**src/rtl/dma_apb_master_if.sv**
```systemverilog
// Bundle of the command/completion port and the APB requester bus of dma_apb_master.
// The master modport is the requester's view; slave is the host plus DMA register block.
interface dma_apb_master_if #(
  parameter int REG_ADDR_WIDTH = 32,
  parameter int REG_DATA_WIDTH = 32
);
  logic                      cmd_valid;
  logic                      cmd_ready;
  logic [REG_DATA_WIDTH-1:0] cmd_src;
  logic [REG_DATA_WIDTH-1:0] cmd_dest;
  logic [REG_DATA_WIDTH-1:0] cmd_size;
  logic [1:0]                cmd_mode;
  logic                      done_valid;
  logic [1:0]                done_status;
  logic [REG_DATA_WIDTH-1:0] rd_data;
  logic                      busy;
  logic                      PSEL;
  logic                      PENABLE;
  logic                      PWRITE;
  logic [REG_ADDR_WIDTH-1:0] PADDR;
  logic [REG_DATA_WIDTH-1:0] PWDATA;
  logic                      PREADY;
  logic [REG_DATA_WIDTH-1:0] PRDATA;
  logic                      INTR;

  modport master (
    input  cmd_valid, cmd_src, cmd_dest, cmd_size, cmd_mode,
    input  PREADY, PRDATA, INTR,
    output cmd_ready, done_valid, done_status, rd_data, busy,
    output PSEL, PENABLE, PWRITE, PADDR, PWDATA
  );

  modport slave (
    output cmd_valid, cmd_src, cmd_dest, cmd_size, cmd_mode,
    output PREADY, PRDATA, INTR,
    input  cmd_ready, done_valid, done_status, rd_data, busy,
    input  PSEL, PENABLE, PWRITE, PADDR, PWDATA
  );
endinterface

```
**src/rtl/dma_apb_master.sv**
```systemverilog
// APB requester that programs the DMA register block (src, dest, size, then mode),
// waits for the DMA interrupt, reads mode back and reports one status per command.
module dma_apb_master #(
  parameter int REG_ADDR_WIDTH = 32,
  parameter int REG_DATA_WIDTH = 32,
  parameter int APB_TIMEOUT    = 16,
  parameter int INTR_TIMEOUT   = 65535
) (
  input  logic                  CLK,
  input  logic                  RST,
  dma_apb_master_if.master      bus,
  output logic [2:0]            dbg_state
);

  typedef enum logic [2:0] {
    S_IDLE      = 3'd0,
    S_SETUP     = 3'd1,
    S_ACCESS    = 3'd2,
    S_WAIT_INTR = 3'd3,
    S_RD_SETUP  = 3'd4,
    S_RD_ACCESS = 3'd5,
    S_DONE      = 3'd6
  } state_t;

  localparam int CNT_W = 17;
  localparam logic [1:0] ST_OK       = 2'd0;
  localparam logic [1:0] ST_APB_TO   = 2'd1;
  localparam logic [1:0] ST_INTR_TO  = 2'd2;
  localparam logic [1:0] ST_MISMATCH = 2'd3;

  state_t                    state, state_d;
  logic [1:0]                idx, idx_d;
  logic [CNT_W-1:0]          cnt;
  logic [REG_DATA_WIDTH-1:0] src_q, dest_q, size_q;
  logic [REG_DATA_WIDTH-1:0] src_d, dest_d, size_d;
  logic [1:0]                mode_q, mode_d;
  logic                      intr_seen;
  logic [1:0]                status_d;
  logic                      cmd_ready;
  logic                      accept;
  logic                      apb_to, intr_to;

  logic                      psel_q, penable_q, pwrite_q;
  logic [REG_ADDR_WIDTH-1:0] paddr_q;
  logic [REG_DATA_WIDTH-1:0] pwdata_q;
  logic                      psel_d, penable_d, pwrite_d;
  logic [REG_ADDR_WIDTH-1:0] paddr_d;
  logic [REG_DATA_WIDTH-1:0] pwdata_d;
  logic                      done_valid_q;
  logic [1:0]                done_status_q;
  logic [REG_DATA_WIDTH-1:0] rd_data_q;

  // Command handshake: a command transfers on the rising CLK edge where
  // cmd_valid && cmd_ready; cmd_ready is high only in IDLE and never while RST is high.
  assign cmd_ready = (state == S_IDLE) && !RST;
  assign accept    = bus.cmd_valid && cmd_ready;
  assign apb_to    = (cnt == CNT_W'(APB_TIMEOUT - 1));
  assign intr_to   = (cnt == CNT_W'(INTR_TIMEOUT - 1));

  // State register plus every registered output.
  always_ff @(posedge CLK or posedge RST) begin
    if (RST) begin
      state         <= S_IDLE;
      idx           <= '0;
      cnt           <= '0;
      src_q         <= '0;
      dest_q        <= '0;
      size_q        <= '0;
      mode_q        <= '0;
      intr_seen     <= 1'b0;
      psel_q        <= 1'b0;
      penable_q     <= 1'b0;
      pwrite_q      <= 1'b0;
      paddr_q       <= '0;
      pwdata_q      <= '0;
      done_valid_q  <= 1'b0;
      done_status_q <= '0;
      rd_data_q     <= '0;
    end else begin
      state  <= state_d;
      idx    <= idx_d;
      src_q  <= src_d;
      dest_q <= dest_d;
      size_q <= size_d;
      mode_q <= mode_d;

      // One counter serves both the APB wait and the interrupt wait.
      if (state_d != state)
        cnt <= '0;
      else if (state == S_ACCESS || state == S_RD_ACCESS || state == S_WAIT_INTR)
        cnt <= cnt + 1'b1;

      // The slave may fire INTR while the mode write is still in its access phase.
      if (state == S_ACCESS && idx == 2'd3 && bus.INTR)
        intr_seen <= 1'b1;
      else if (state != S_ACCESS)
        intr_seen <= 1'b0;

      if (state == S_RD_ACCESS && bus.PREADY)
        rd_data_q <= bus.PRDATA;

      psel_q        <= psel_d;
      penable_q     <= penable_d;
      pwrite_q      <= pwrite_d;
      paddr_q       <= paddr_d;
      pwdata_q      <= pwdata_d;
      done_valid_q  <= (state_d == S_DONE);
      done_status_q <= (state_d == S_DONE) ? status_d : 2'd0;
    end
  end

  // Next-state logic.
  always_comb begin
    state_d  = state;
    idx_d    = idx;
    status_d = ST_OK;
    src_d    = src_q;
    dest_d   = dest_q;
    size_d   = size_q;
    mode_d   = mode_q;
    case (state)
      S_IDLE: begin
        if (accept) begin
          src_d   = bus.cmd_src;
          dest_d  = bus.cmd_dest;
          size_d  = bus.cmd_size;
          mode_d  = bus.cmd_mode;
          idx_d   = 2'd0;
          state_d = S_SETUP;
        end
      end
      S_SETUP: state_d = S_ACCESS;
      S_ACCESS: begin
        if (bus.PREADY) begin
          if (idx != 2'd3) begin
            idx_d   = idx + 2'd1;
            state_d = S_SETUP;
          end else if (mode_q != 2'd0) begin
            state_d = S_WAIT_INTR;
          end else begin
            state_d  = S_DONE;
            status_d = ST_OK;
          end
        end else if (apb_to) begin
          state_d  = S_DONE;
          status_d = ST_APB_TO;
        end
      end
      S_WAIT_INTR: begin
        if (bus.INTR || intr_seen) begin
          state_d = S_RD_SETUP;
        end else if (intr_to) begin
          state_d  = S_DONE;
          status_d = ST_INTR_TO;
        end
      end
      S_RD_SETUP: state_d = S_RD_ACCESS;
      S_RD_ACCESS: begin
        if (bus.PREADY) begin
          state_d  = S_DONE;
          status_d = (bus.PRDATA == '0) ? ST_OK : ST_MISMATCH;
        end else if (apb_to) begin
          state_d  = S_DONE;
          status_d = ST_APB_TO;
        end
      end
      S_DONE:  state_d = S_IDLE;
      default: state_d = S_IDLE;
    endcase
  end

  // Output logic, decoded from the upcoming state so the bus pins come straight from flops.
  always_comb begin
    psel_d    = 1'b0;
    penable_d = 1'b0;
    pwrite_d  = 1'b0;
    paddr_d   = '0;
    pwdata_d  = '0;
    case (state_d)
      S_SETUP, S_ACCESS: begin
        psel_d    = 1'b1;
        penable_d = (state_d == S_ACCESS);
        pwrite_d  = 1'b1;
        paddr_d   = REG_ADDR_WIDTH'({idx_d, 2'b00});
        case (idx_d)
          2'd0:    pwdata_d = src_d;
          2'd1:    pwdata_d = dest_d;
          2'd2:    pwdata_d = size_d;
          default: pwdata_d = REG_DATA_WIDTH'(mode_d);
        endcase
      end
      S_RD_SETUP, S_RD_ACCESS: begin
        psel_d    = 1'b1;
        penable_d = (state_d == S_RD_ACCESS);
        paddr_d   = REG_ADDR_WIDTH'(12);
      end
      default: ;
    endcase
  end

  assign bus.cmd_ready   = cmd_ready;
  assign bus.busy        = (state != S_IDLE);
  assign bus.PSEL        = psel_q;
  assign bus.PENABLE     = penable_q;
  assign bus.PWRITE      = pwrite_q;
  assign bus.PADDR       = paddr_q;
  assign bus.PWDATA      = pwdata_q;
  assign bus.done_valid  = done_valid_q;
  assign bus.done_status = done_status_q;
  assign bus.rd_data     = rd_data_q;
  assign dbg_state       = state;

endmodule

```
**src/flat_wrapper.sv**
```systemverilog
// flat-port wrapper written by rule: the top's interface ports become plain ports
module dma_apb_master_flat 
#(
  parameter int REG_ADDR_WIDTH = 32,
  parameter int REG_DATA_WIDTH = 32,
  parameter int APB_TIMEOUT    = 16,
  parameter int INTR_TIMEOUT   = 65535
)
  (CLK, RST, dbg_state, bus_cmd_valid, bus_cmd_src, bus_cmd_dest, bus_cmd_size, bus_cmd_mode, bus_PREADY, bus_PRDATA, bus_INTR, bus_cmd_ready, bus_done_valid, bus_done_status, bus_rd_data, bus_busy, bus_PSEL, bus_PENABLE, bus_PWRITE, bus_PADDR, bus_PWDATA);
  dma_apb_master_if #(.REG_ADDR_WIDTH(REG_ADDR_WIDTH), .REG_DATA_WIDTH(REG_DATA_WIDTH)) bus_i ();
  input  logic CLK;
  input  logic RST;
  output logic [2:0] dbg_state;
  input wire logic [$bits(bus_i.cmd_valid)-1:0] bus_cmd_valid;
  input wire logic [$bits(bus_i.cmd_src)-1:0] bus_cmd_src;
  input wire logic [$bits(bus_i.cmd_dest)-1:0] bus_cmd_dest;
  input wire logic [$bits(bus_i.cmd_size)-1:0] bus_cmd_size;
  input wire logic [$bits(bus_i.cmd_mode)-1:0] bus_cmd_mode;
  input wire logic [$bits(bus_i.PREADY)-1:0] bus_PREADY;
  input wire logic [$bits(bus_i.PRDATA)-1:0] bus_PRDATA;
  input wire logic [$bits(bus_i.INTR)-1:0] bus_INTR;
  output wire logic [$bits(bus_i.cmd_ready)-1:0] bus_cmd_ready;
  output wire logic [$bits(bus_i.done_valid)-1:0] bus_done_valid;
  output wire logic [$bits(bus_i.done_status)-1:0] bus_done_status;
  output wire logic [$bits(bus_i.rd_data)-1:0] bus_rd_data;
  output wire logic [$bits(bus_i.busy)-1:0] bus_busy;
  output wire logic [$bits(bus_i.PSEL)-1:0] bus_PSEL;
  output wire logic [$bits(bus_i.PENABLE)-1:0] bus_PENABLE;
  output wire logic [$bits(bus_i.PWRITE)-1:0] bus_PWRITE;
  output wire logic [$bits(bus_i.PADDR)-1:0] bus_PADDR;
  output wire logic [$bits(bus_i.PWDATA)-1:0] bus_PWDATA;
  assign bus_i.cmd_valid = bus_cmd_valid;
  assign bus_i.cmd_src = bus_cmd_src;
  assign bus_i.cmd_dest = bus_cmd_dest;
  assign bus_i.cmd_size = bus_cmd_size;
  assign bus_i.cmd_mode = bus_cmd_mode;
  assign bus_i.PREADY = bus_PREADY;
  assign bus_i.PRDATA = bus_PRDATA;
  assign bus_i.INTR = bus_INTR;
  assign bus_cmd_ready = bus_i.cmd_ready;
  assign bus_done_valid = bus_i.done_valid;
  assign bus_done_status = bus_i.done_status;
  assign bus_rd_data = bus_i.rd_data;
  assign bus_busy = bus_i.busy;
  assign bus_PSEL = bus_i.PSEL;
  assign bus_PENABLE = bus_i.PENABLE;
  assign bus_PWRITE = bus_i.PWRITE;
  assign bus_PADDR = bus_i.PADDR;
  assign bus_PWDATA = bus_i.PWDATA;
  dma_apb_master #(.REG_ADDR_WIDTH(REG_ADDR_WIDTH), .REG_DATA_WIDTH(REG_DATA_WIDTH), .APB_TIMEOUT(APB_TIMEOUT), .INTR_TIMEOUT(INTR_TIMEOUT)) u_core (.CLK(CLK), .RST(RST), .bus(bus_i), .dbg_state(dbg_state));
endmodule
```
**config.mk**
```make
export PLATFORM = sky130hd
export DESIGN_NAME = dma_apb_master_flat
export DESIGN_NICKNAME = d
export VERILOG_FILES = /design/src/rtl/dma_apb_master_if.sv /design/src/rtl/dma_apb_master.sv /design/src/flat_wrapper.sv
export SDC_FILE = /design/constraint.sdc
export NUM_CORES = 1
export LEC_CHECK = 0
export CORE_ASPECT_RATIO = 1.25
export CORE_UTILIZATION = 48
export DETAILED_ROUTE_END_ITERATION = 8
export GPL_TIMING_DRIVEN = 0
export HOLD_SLACK_MARGIN = 0.05
export PLACE_DENSITY_LB_ADDON = 0.12
export SYNTH_ARGS = -nofsm -noshare
export SYNTH_HDL_FRONTEND = slang
export SYNTH_SLANG_ARGS = --single-unit
```
**constraint.sdc**
```tcl
create_clock -name CLK -period 8.4 [get_ports CLK]
set_input_delay 2.52 -clock CLK [delete_from_list [all_inputs] [get_ports CLK]]
set_output_delay 2.52 -clock CLK [all_outputs]
set_load 0.01 [all_outputs]
```
# Word-level counts from Yosys, hierarchy flattened
# Cells that the tools add are included.
[totals] elab_cells=94 input_bits=135 out_inout_bits=107 ff_bits=195
[classes] n_eq_ne=18 add_sub_neg=2 n_mux=39 n_reduce_logical=19
[ops] operator="$mux W32" n=7
[ops] operator="$pmux W32 S3" n=1
[ops] operator="$mux W17" n=2
[ops] operator="$logic_not A32 Y1" n=1
[ops] operator="$mux W3" n=8
[ops] operator="$mux W2" n=11
[ops] operator="$pmux W3 S6" n=1
[ops] operator="$add A17 B1 Y17 const B" n=1
[ops] operator="$eq A17 B16 Y1 const B" n=1
[ops] operator="$eq A17 B4 Y1 const B" n=1
[ops] operator="$eq A3 B3 Y1 const B" n=5
[ops] operator="$eq A3 B2 Y1 const B" n=3
[ops] operator="$pmux W4 S2" n=1
[ops] operator="$eq A3 B1 Y1 const B" n=2
[ops] operator="$pmux W2 S3" n=1
[ops] operator="$reduce_bool A2 Y1" n=3
[ops] operator="$logic_and A1 B1 Y1" n=5
[ops] operator="$mux W1" n=5
[ops] operator="$eq A2 B2 Y1 const B" n=2
[ops] operator="$pmux W2 S2" n=1
[ops] operator="$reduce_or A2 Y1" n=2
[ops] operator="$reduce_or A4 Y1" n=1
[ops] operator="$logic_not A3 Y1" n=1
[ops] operator="$logic_or A1 B1 Y1" n=3
[ops] operator="9 further kinds" n=9

# Longest topological paths before layout
# Gate-level depths: netlist (run 1).
[logic_depth] depth_word=8 depth_mapped=9 mapped_depth_nobuf=8

# Least setup slack after synthesis (run 1)
# OpenSTA, ideal clock, no wires.
[synth_path] path_kind="input-to-output" start="input RST" end="output bus_cmd_ready" stages=1 path_buffers=0 arrival_time_ns=2.689 slack_ns=3.191 required_ns=5.880 path_cell_list="nor2_1"
[synth_via] elab_chain_len=2
[synth_rtl] item="start, declared" line="flat_wrapper.sv:12" rtl="input logic RST;"
[synth_rtl] item="$logic_not A1 Y1" line="dma_apb_master.sv:55" rtl="assign cmd_ready = (state == S_IDLE) && !RST;"
[synth_rtl] item="$logic_and A1 B1 Y1" line="dma_apb_master.sv:55"
[synth_rtl] item="end, declared" line="flat_wrapper.sv:22" rtl="output wire logic [$bits(bus_i.cmd_ready)-1:0] bus_cmd_ready;"
# Every way passes these cells.

# Worst setup path after layout (run 1)
# Same ends and word-level chain as after synthesis.

==> impl_metrics.json, run 1 <==
{
  "status": "finished clean",
  "num_io_pins": 242,
  "fmax_mhz": 160,
  "finalSetupTns_ns": 0,
  "die_y_um": 149,
  "yosysTopAreaCell": "dfrtp_1",
  "worstMarginPinSlew_ns": 0.703,
  "crit_required_ns": 5.88,
  "p_int_mw": 2.43,
  "drive_above_1_share": 0.116,
  "antenna_found_initial": 0,
  "r2r_end": "u_core.bus.PWDATA[9]",
  "first_pass_iters": 9,
  "cp_max_fo": 3,
  "hold_start": "u_core.dest_q[9]",
  "numPortBuffers": 211,
  "num_vias": 6889,
  "yosysSeqAreaShare": 0.578,
  "cpPeakStageDelay_ns": 0.53,
  "yosysWarnings": 0,
  "routed_via_density": 5.19,
  "cts_buffer_depth": 2,
  "ys.flop_type": "dfrtp_1",
  "synth_cell_types": 53,
  "clockPowerShare": 0.210,
  "drc": 0,
  "power_density_nw_per_um2": 329,
  "fin_skew_ns": 0.00822,
  "max_slew_margin": 0.531,
  "insertion_delay_ns": 0.43,
  "ant_nets": 0,
  "p_switching_mw": 1.33,
  "postCtsSetupRepairBufs": 0,
  "vdd_ir_drop_max_uv": 186,
  "initial_core_util": 0.494,
  "worst_setup_path_end_kind": "output port",
  "path_cells": "clkdlybuf4s50_1 > nor2_1 > clkdlybuf4s50_1",
  "final_hold_viol_count": 0,
  "die_w_um": 120,
  "critPathLaunchType": "primary input",
  "r2r_cells": 8,
  "power_frac_seq": 0.386,
  "nets": 1235,
  "whs_ns": 0.477,
  "gr-usage-all-layers": 0.263,
  "cts_tree": "built",
  "clk_pin_slew_ns": 0.06,
  "rsz0062_at_grt": "no",
  "yosysTopAreaCellShare": 0.578,
  "grt_overflow": 0,
  "htree_levels": 4,
  "period_share": 0.744,
  "routedWlPerCell_um": 17.1,
  "sw_frac_of_total": 0.354,
  "grt_first_pass_wirelength_um": 35500,
  "r2r_slack_ns": 5.74,
  "p_comb_frac": 0.405,
  "arrival_ns": 3.73,
  "setup_violations": 0,
  "core-area_sq_um": 16900,
  "ys_ff_latch": 193,
  "grt_pass1_vias": 6838,
  "first_iter_violations": 504,
  "p_leak_nw": 5.40,
  "routabilityCongestion": 0.883,
  "drt_wl_total_um": 22700,
  "hold_depth": 2,
  "cts_resized": 0,
  "r2r_start": "u_core.cnt[0]",
  "crit_slowest_cell": "clkdlybuf4s50_1",
  "finalCriticalPeriod_ns": 6.25,
  "async_flop_share": 1.00,
  "numCtsBuffers": 17,
  "min_to": "u_core.dest_q[9]",
  "grt_max_degree": 102,
  "synth.area.top_cells": "dfrtp_1 58%, nand2_1 14%, mux2_2 4.3%, a222oi_1 3.6%, buf_4 2.8%",
  "synth_edf_count": 0,
  "cts.sinks": 193,
  "min_path_type": "reg -> reg",
  "ctsHoldBuffers": 0,
  "rows": 53,
  "critPathMostFrequentCell": "clkdlybuf4s50_1",
  "diodes": 0,
  "detailed_place_hpwl_um": 16300,
  "cts_root_buf": "clkbuf_16",
  "drv_cap": 0,
  "syn_area_per_cell_sq_um": 9.97,
  "worstSetupPathType": "in -> out",
  "syn-cell-area_sq_um": 8350,
  "area_growth_pct": 37.1,
  "dieArea_sq_um": 17900,
  "syn_inst": 838,
  "drv_slew": 0
}
## worst max-delay path: cells and delay by family
kind | cells | cell delay, ns
buf+inv | 2 | 1.06
simple gates | 1 | 0.14
## cells by family after synthesis
logic type               share of synthesized area
other                                     0.000449
flip-flops                                   0.578
AO/OA/AOI/OAI                               0.0813
adder cells (fa/ha/maj)                    0.00300
AND/OR/NAND/NOR                              0.217
buffers and inverters                       0.0587
XOR/XNOR                                    0.0178
multiplexers                                0.0431
## routing by layer
layer  share of wire  GRT usage  routed length (um)  vias to the layer above
met3           0.063     0.0610                1430                       37
li1                -          -                   -                     3283
met1            0.38      0.308                8730                     3330
met4           0.026      0.105                 595                        0
met2            0.53      0.462               11900                      239
met5               0          0                   0                        -
## power groups by stage
stage               clock [mW]  sequential (mW)  combinational (mW)
floorplan                    0             1.49               0.856
global route             0.837             1.49                1.67
global placement             0             1.45                1.49
detailed placement           0             1.47                1.52
CTS                      0.802             1.45                1.53
finish                   0.788             1.45                1.52
## flip-flops by register name, indices dropped and copies added, names as in the netlist
signal	flops
u_core.mode_q	2
u_core.bus.PWRITE	1
u_core.bus.rd_data	32
u_core.bus.done_status	2
u_core.cnt	17
u_core.bus.PENABLE	1
u_core.idx	2
u_core.intr_seen	1
u_core.bus.PADDR	2
u_core.bus.PSEL	1
u_core.size_q	32
u_core.dest_q	32
u_core.bus.done_valid	1
u_core.bus.PWDATA	32
u_core.src_q	32
u_core.dbg_state	3
## final cells by class
cell class / instances / area, sq um
Sequential cell: 193 / 4830
Clock buffer: 19 / 453
Fill cell: 1417 / 5460
Inverter: 6 / 30.0
Tap cell: 220 / 275
Timing Repair Buffer: 212 / 2140
Buffer: 79 / 468
Clock inverter: 10 / 113
Multi-Input combinational cell: 589 / 3140
## cells in the final DEF, fill, tap and decap left out, drive strengths merged, types with 12 or more instances in the layout
cell type        n
a222oi          30
buf             59
clkbuf          40
clkdlybuf4s50  211
conb            30
dfrtp          193
mux2            32
nand2          314
nor2            35
nor3            35
xor2            12
## worst max-delay path by stage
stage,from,endpoint,slack (ns)
6_report,RST,bus_cmd_ready,2.15
3_3_place_gp,RST,u_core.src_q[7],-1.91
3_5_place_dp,RST,bus_cmd_ready,2.15
5_1_grt,RST,bus_cmd_ready,2.12
2_1_floorplan,RST,u_core.bus.PADDR[2],0.62
4_1_cts,RST,bus_cmd_ready,2.15
## synth_stat cells (all sizes together) (4+ instances only)
| master | instances |
|---|---|
| o31ai | 7 |
| nand3 | 8 |
| a222oi | 30 |
| clkbuf | 21 |
| dfrtp | 193 |
| a211oi | 7 |
| o21ai | 4 |
| nand2 | 314 |
| nand2b | 5 |
| xor2 | 12 |
| a21oi | 9 |
| inv | 6 |
| nor2b | 4 |
| nor3 | 35 |
| nor4 | 9 |
| buf | 58 |
| nor2 | 35 |
| mux2 | 32 |
| nand4 | 7 |
| xnor2 | 5 |
## per-stage QoR
stage / area [sq um] / std cells / setup slack, ns / power, mW / util
after global placement: 10800 / 1298 / -1.91 / 2.94 / 0.642
final: 11400 / 1328 / 2.15 / 3.76 / 0.677
after global routing: 11400 / 1328 / 2.12 / 3.99 / 0.677
after CTS: 11400 / 1328 / 2.15 / 3.78 / 0.677
after detailed placement: 10900 / 1299 / 2.15 / 2.98 / 0.644
after floorplan: 8460 / 867 / 0.624 / 2.35 / -
Power figures use the tool's default switching activity.
==> inputs of run 2 (changes only) <==
Settings changed: CORE_UTILIZATION 48 to 43.
Clock period 8.4 ns to 5.06 ns, I/O delays scaled along.
==> run 2 against run 1 <==
- power is 66% higher
- sequential power is 66% higher
- via count is 1.3% lower
- global-route usage is 2.7 points lower
- register-to-register slack worse by 3.4 ns
- critical path depth stayed put
- largest power group unchanged
- highest routed layer unchanged
==> impl_metrics.json, run 2 (synthesis gave the netlist of run 1 again) <==
{
  "dieArea_sq_um": 20000,
  "ff_latch_area_sq_um": 4830,
  "htree_levels": 4,
  "grt_overflow": 0,
  "initial_core_util": 0.441,
  "drt_wl_total_um": 22900,
  "cpPeakStageDelay_ns": 0.54,
  "grt_first_pass_wirelength_um": 35700,
  "multi_input_area_sq_um": 3140,
  "max_slew_margin": 0.483,
  "arrival_ns": 2.69,
  "cts_root_buf": "clkbuf_16",
  "cts_resized": 0,
  "antenna_found_initial": 1,
  "ant_nets": 0,
  "crit_start": "RST",
  "routabilityCongestion": 0.866,
  "num_vias": 6800,
  "power_density_nw_per_um2": 542,
  "fmax_mhz": 238,
  "grt_max_degree": 44,
  "cts.sinks": 193,
  "routedWlPerCell_um": 17.0,
  "crit_buf_inv": 2,
  "dr.max_layer_used": "met4",
  "path_cells": "clkdlybuf4s50_1 > nor2_1 > clkdlybuf4s50_1",
  "die_y_um": 158,
  "worst_setup_path_end_kind": "output port",
  "routed_via_density": 5.05,
  "period_share": 0.831,
  "drc": 0,
  "final_hold_viol_count": 0,
  "finalCriticalPeriod_ns": 4.21,
  "p_leak_nw": 5.42,
  "post-route-util": 0.609,
  "ctsHoldBuffers": 0,
  "cp_max_fo": 3,
  "drv_cap": 0,
  "core-area_sq_um": 18900,
  "whs_ns": 0.476,
  "num_io_pins": 242,
  "cts_tree": "built",
  "crit_slowest_cell": "clkdlybuf4s50_1",
  "die_w_um": 127,
  "nets": 1238,
  "finalInstanceArea_sq_um": 11500,
  "finalSetupTns_ns": 0,
  "grt_pass1_vias": 6787,
  "area_growth_pct": 37.9,
  "first_iter_violations": 549,
  "fill_cells": 1656,
  "placed_area_sq_um": 10900,
  "hold_start": "u_core.src_q[3]",
  "worstMarginPinSlew_ns": 0.775,
  "postCtsSetupRepairBufs": 0,
  "wl_met2_um": 11400,
  "setup_violations": 0,
  "drt-met1-wl_um": 9560,
  "numPortBuffers": 211,
  "power_mw": 6.25,
  "status": "finished clean",
  "drive_above_1_share": 0.121,
  "rows": 56,
  "dr_wl_met3_um": 1640,
  "drv_slew": 0,
  "fin_skew_ns": 0.0160,
  "worstSetupPathType": "in -> out",
  "cts_buffer_depth": 2,
  "critPathMostFrequentCell": "clkdlybuf4s50_1",
  "numCtsBuffers": 17,
  "detailed_place_hpwl_um": 16600,
  "rsz0062_at_grt": "no",
  "gr-usage-all-layers": 0.235,
  "insertion_delay_ns": 0.44,
  "crit_required_ns": 3.54,
  "r2r_start": "u_core.dbg_state[1]",
  "critPathLaunchType": "primary input",
  "final_common_cell": "nand2_1",
  "first_pass_iters": 5,
  "critical_path.top_delay_family": "buffers and inverters",
  "vdd_ir_drop_max_uv": 260,
  "layout_common_cells": "314 x nand2_1, 211 x clkdlybuf4s50_1, 193 x dfrtp_1, 35 x nor2_1, 32 x mux2_2",
  "min_path_type": "reg -> reg",
  "clk_pin_slew_ns": 0.07
}
## run 2: power breakdown
part           internal (mW)  switching [mW]  total (mW)
logic                   1.16            1.38        2.53
registers               2.13           0.280        2.41
clock network          0.656           0.646        1.30
## run 2: area by class of cell
cell class,instances,area share
clock buffers,17,0.0369
plain buffers,79,0.0406
clock inverters,15,0.0126
multi-input cells,589,0.273
well taps,232,0.0252
inverters,6,0.00228
repair buffers,215,0.190
diodes,1,0.000217
flip-flops and latches,193,0.419
## run 2: worst paths after layout
path	endpoint	slack, ns	cells after the start
worst max-delay path	bus_cmd_ready	0.85	3
max in group asynchronous	u_core.size_q[27]	2.46	4
worst max register to register	u_core.bus.PWDATA[27]	2.39	7
min in group asynchronous	u_core.bus.rd_data[3]	1.68	2
worst min register to register	u_core.src_q[3]	0.48	2
worst min-delay path	u_core.src_q[3]	0.48	2
## run 2: stage by stage
stage | setup slack [ns] | instances
2_1_floorplan | 1.05 | 867
3_3_place_gp | -0.603 | 1310
3_5_place_dp | 0.860 | 1314
4_1_cts | 0.850 | 1346
5_1_grt | 0.825 | 1346
6_report | 0.853 | 1347
## run 2: tightest hold or removal path, delay by kind of cell, from the launching register on
family | cells | cell delay [ns]
flip-flops | 1 | 0.32
AND/OR/NAND/NOR | 2 | 0.12
## run 2: per-layer routing
| metal | track usage | vias to the layer above |
|---|---|---|
| li1 | - | 3297 |
| met5 | 0 | - |
| met3 | 0.0564 | 27 |
| met4 | 0.0760 | 0 |
| met2 | 0.404 | 268 |
| met1 | 0.294 | 3208 |
==> inputs of run 3 (changes only) <==
Settings changed: CORE_UTILIZATION 43 to 48.
Clock period 5.06 ns to 4.2 ns, I/O delays scaled along.
==> run 3 against run 2 <==
- power is 21% higher
- setup slack worse by 0.33 ns
- die area fell by 10%
- design area barely moved
- combinational power is 21% higher
- clock skew is 0.0043 ns lower
- non-clock buffer count grew 1
- count of clock-buffer cells in the layout rose by 6
- register-to-register slack worse by 0.85 ns
- global-route usage grew 2.8 points
- sequential cell count did not move
- critical path depth is the same
- critical path type unchanged
- critical endpoint unchanged
- largest power group unchanged
==> impl_metrics.json, run 3 (synthesis gave the netlist of run 1 again) <==
{
  "status": "finished clean",
  "p_leak_nw": 5.42,
  "place_inst": 1303,
  "routabilityCongestion": 0.887,
  "worstSetupPathType": "in -> out",
  "numCtsBuffers": 17,
  "routedWlPerCell_um": 17.0,
  "ctsHoldBuffers": 0,
  "worst_setup_path_end_kind": "output port",
  "finalCriticalPeriod_ns": 3.68,
  "final_common_cell": "nand2_1",
  "grt_max_degree": 44,
  "crit_slowest_cell": "clkdlybuf4s50_1",
  "drc": 0,
  "p_int_mw": 4.88,
  "ant_nets": 0,
  "cp_max_fo": 3,
  "hold_start": "u_core.size_q[27]",
  "cts_resized": 0,
  "die_w_um": 120,
  "critPathMostFrequentCell": "clkdlybuf4s50_1",
  "hold_depth": 2,
  "initial_core_util": 0.494,
  "crit_required_ns": 2.94,
  "fmax_mhz": 272,
  "critPathLaunchType": "primary input",
  "nets": 1239,
  "num_vias": 6926,
  "sw_frac_of_total": 0.354,
  "period_share": 0.875,
  "drv_slew": 0,
  "grt_first_pass_wirelength_um": 35900,
  "layout_common_cells": "314 x nand2_1, 211 x clkdlybuf4s50_1, 193 x dfrtp_1, 35 x nor2_1, 32 x mux2_2",
  "power_density_nw_per_um2": 655,
  "drt_wl_total_um": 22800,
  "cts_root_buf": "clkbuf_16",
  "fin_skew_ns": 0.0117,
  "core-area_sq_um": 16900,
  "postCtsSetupRepairBufs": 0,
  "grt_overflow": 0,
  "cts_buffer_depth": 2,
  "htree_levels": 4,
  "routed_via_density": 5.18,
  "detailed_place_hpwl_um": 16500,
  "rsz0062_at_grt": "no",
  "insertion_delay_ns": 0.43,
  "placed_area_sq_um": 11000,
  "grt_pass1_vias": 6904,
  "worstMarginPinSlew_ns": 0.761,
  "area_growth_pct": 38.0,
  "drv_cap": 0,
  "fin_cells": 1336,
  "arrival_ns": 2.42,
  "clockPowerShare": 0.211,
  "die_y_um": 149,
  "path_cells": "clkdlybuf4s50_1 > nor2_1 > clkdlybuf4s50_1",
  "p_switching_mw": 2.68,
  "rows": 53,
  "power_frac_seq": 0.385,
  "antenna_found_initial": 1,
  "num_io_pins": 242,
  "gr-usage-all-layers": 0.263,
  "r2r_cells": 7,
  "vdd_ir_drop_max_uv": 399,
  "setup_violations": 0,
  "numPortBuffers": 211,
  "cts_tree": "built",
  "crit_start": "RST",
  "max_slew_margin": 0.493,
  "min_path_type": "reg -> reg",
  "finalInstanceArea_sq_um": 11500,
  "cpPeakStageDelay_ns": 0.54,
  "first_pass_iters": 6,
  "r2r_start": "u_core.dbg_state[2]",
  "drive_above_1_share": 0.118,
  "dieArea_sq_um": 17900,
  "final_hold_viol_count": 0,
  "p_comb_frac": 0.404,
  "clk_pin_slew_ns": 0.06,
  "cts.sinks": 193,
  "first_iter_violations": 562
}
[run 3: cell count changes in the layout (fill, tap and decap cells not counted), sizes merged]
cell | previous run | this run
clkinv | 6 | 3
inv | 13 | 6
buf | 62 | 63
bufinv | 0 | 2
clkbuf | 38 | 44
clkinvlp | 2 | 4
[run 3: power by group through the flow]
stage / logic [mW] / registers (mW) / clock network [mW]
2_1_floorplan: 1.71 / 2.98 / 0
3_3_place_gp: 2.97 / 2.90 / 0
3_5_place_dp: 3.03 / 2.93 / 0
4_1_cts: 3.05 / 2.90 / 1.62
5_1_grt: 3.33 / 2.98 / 1.70
6_report: 3.05 / 2.91 / 1.59
[run 3: area by class of cell]
cell class              instances  area, sq um
fillers                      1409         5380
flip-flops and latches        193         4830
multi-input cells             589         3140
repair buffers                216         2210
clock buffers                  23          468
plain buffers                  79          468
well taps                     220          275
clock inverters                 9          106
inverters                       6         26.3
diodes                          1         2.50
[run 3: path summary, 6_finish.rpt]
| kind | end | slack [ns] |
|---|---|---|
| worst min register to register | u_core.size_q[27] | 0.48 |
| max in group asynchronous | u_core.bus.PWDATA[23] | 2.18 |
| min in group asynchronous | u_core.cnt[11] | 1.25 |
| worst max-delay path | bus_cmd_ready | 0.52 |
| worst max register to register | u_core.bus.PWDATA[29] | 1.54 |
| worst min-delay path | u_core.size_q[27] | 0.48 |
[run 3: worst max-delay path: cells and delay by family]
kind | cells | cell delay [ns]
buffers and inverters | 2 | 1.03
AND/OR/NAND/NOR | 1 | 0.13
[run 3: layer usage]
layer,share of wire,track usage,vias to the layer above,routed length (um)
met5,0,0,-,0
met4,0.028,0.121,0,626
met1,0.39,0.322,3304,8800
met3,0.065,0.0526,40,1490
li1,-,-,3306,-
met2,0.52,0.449,276,11800
[run 3: through the flow]
stage	hold WS [ns]	TNS (ns)	setup WS (ns)	total power, mW	util
floorplan	0.441	0	0.450	4.70	-
global placement	0.454	-208.71	-1.09	5.88	0.642
detailed placement	0.458	0	0.436	5.97	0.648
CTS	0.476	0	0.517	7.57	0.682
global route	0.487	0	0.476	8.01	0.682
finish	0.478	0	0.524	7.55	0.682
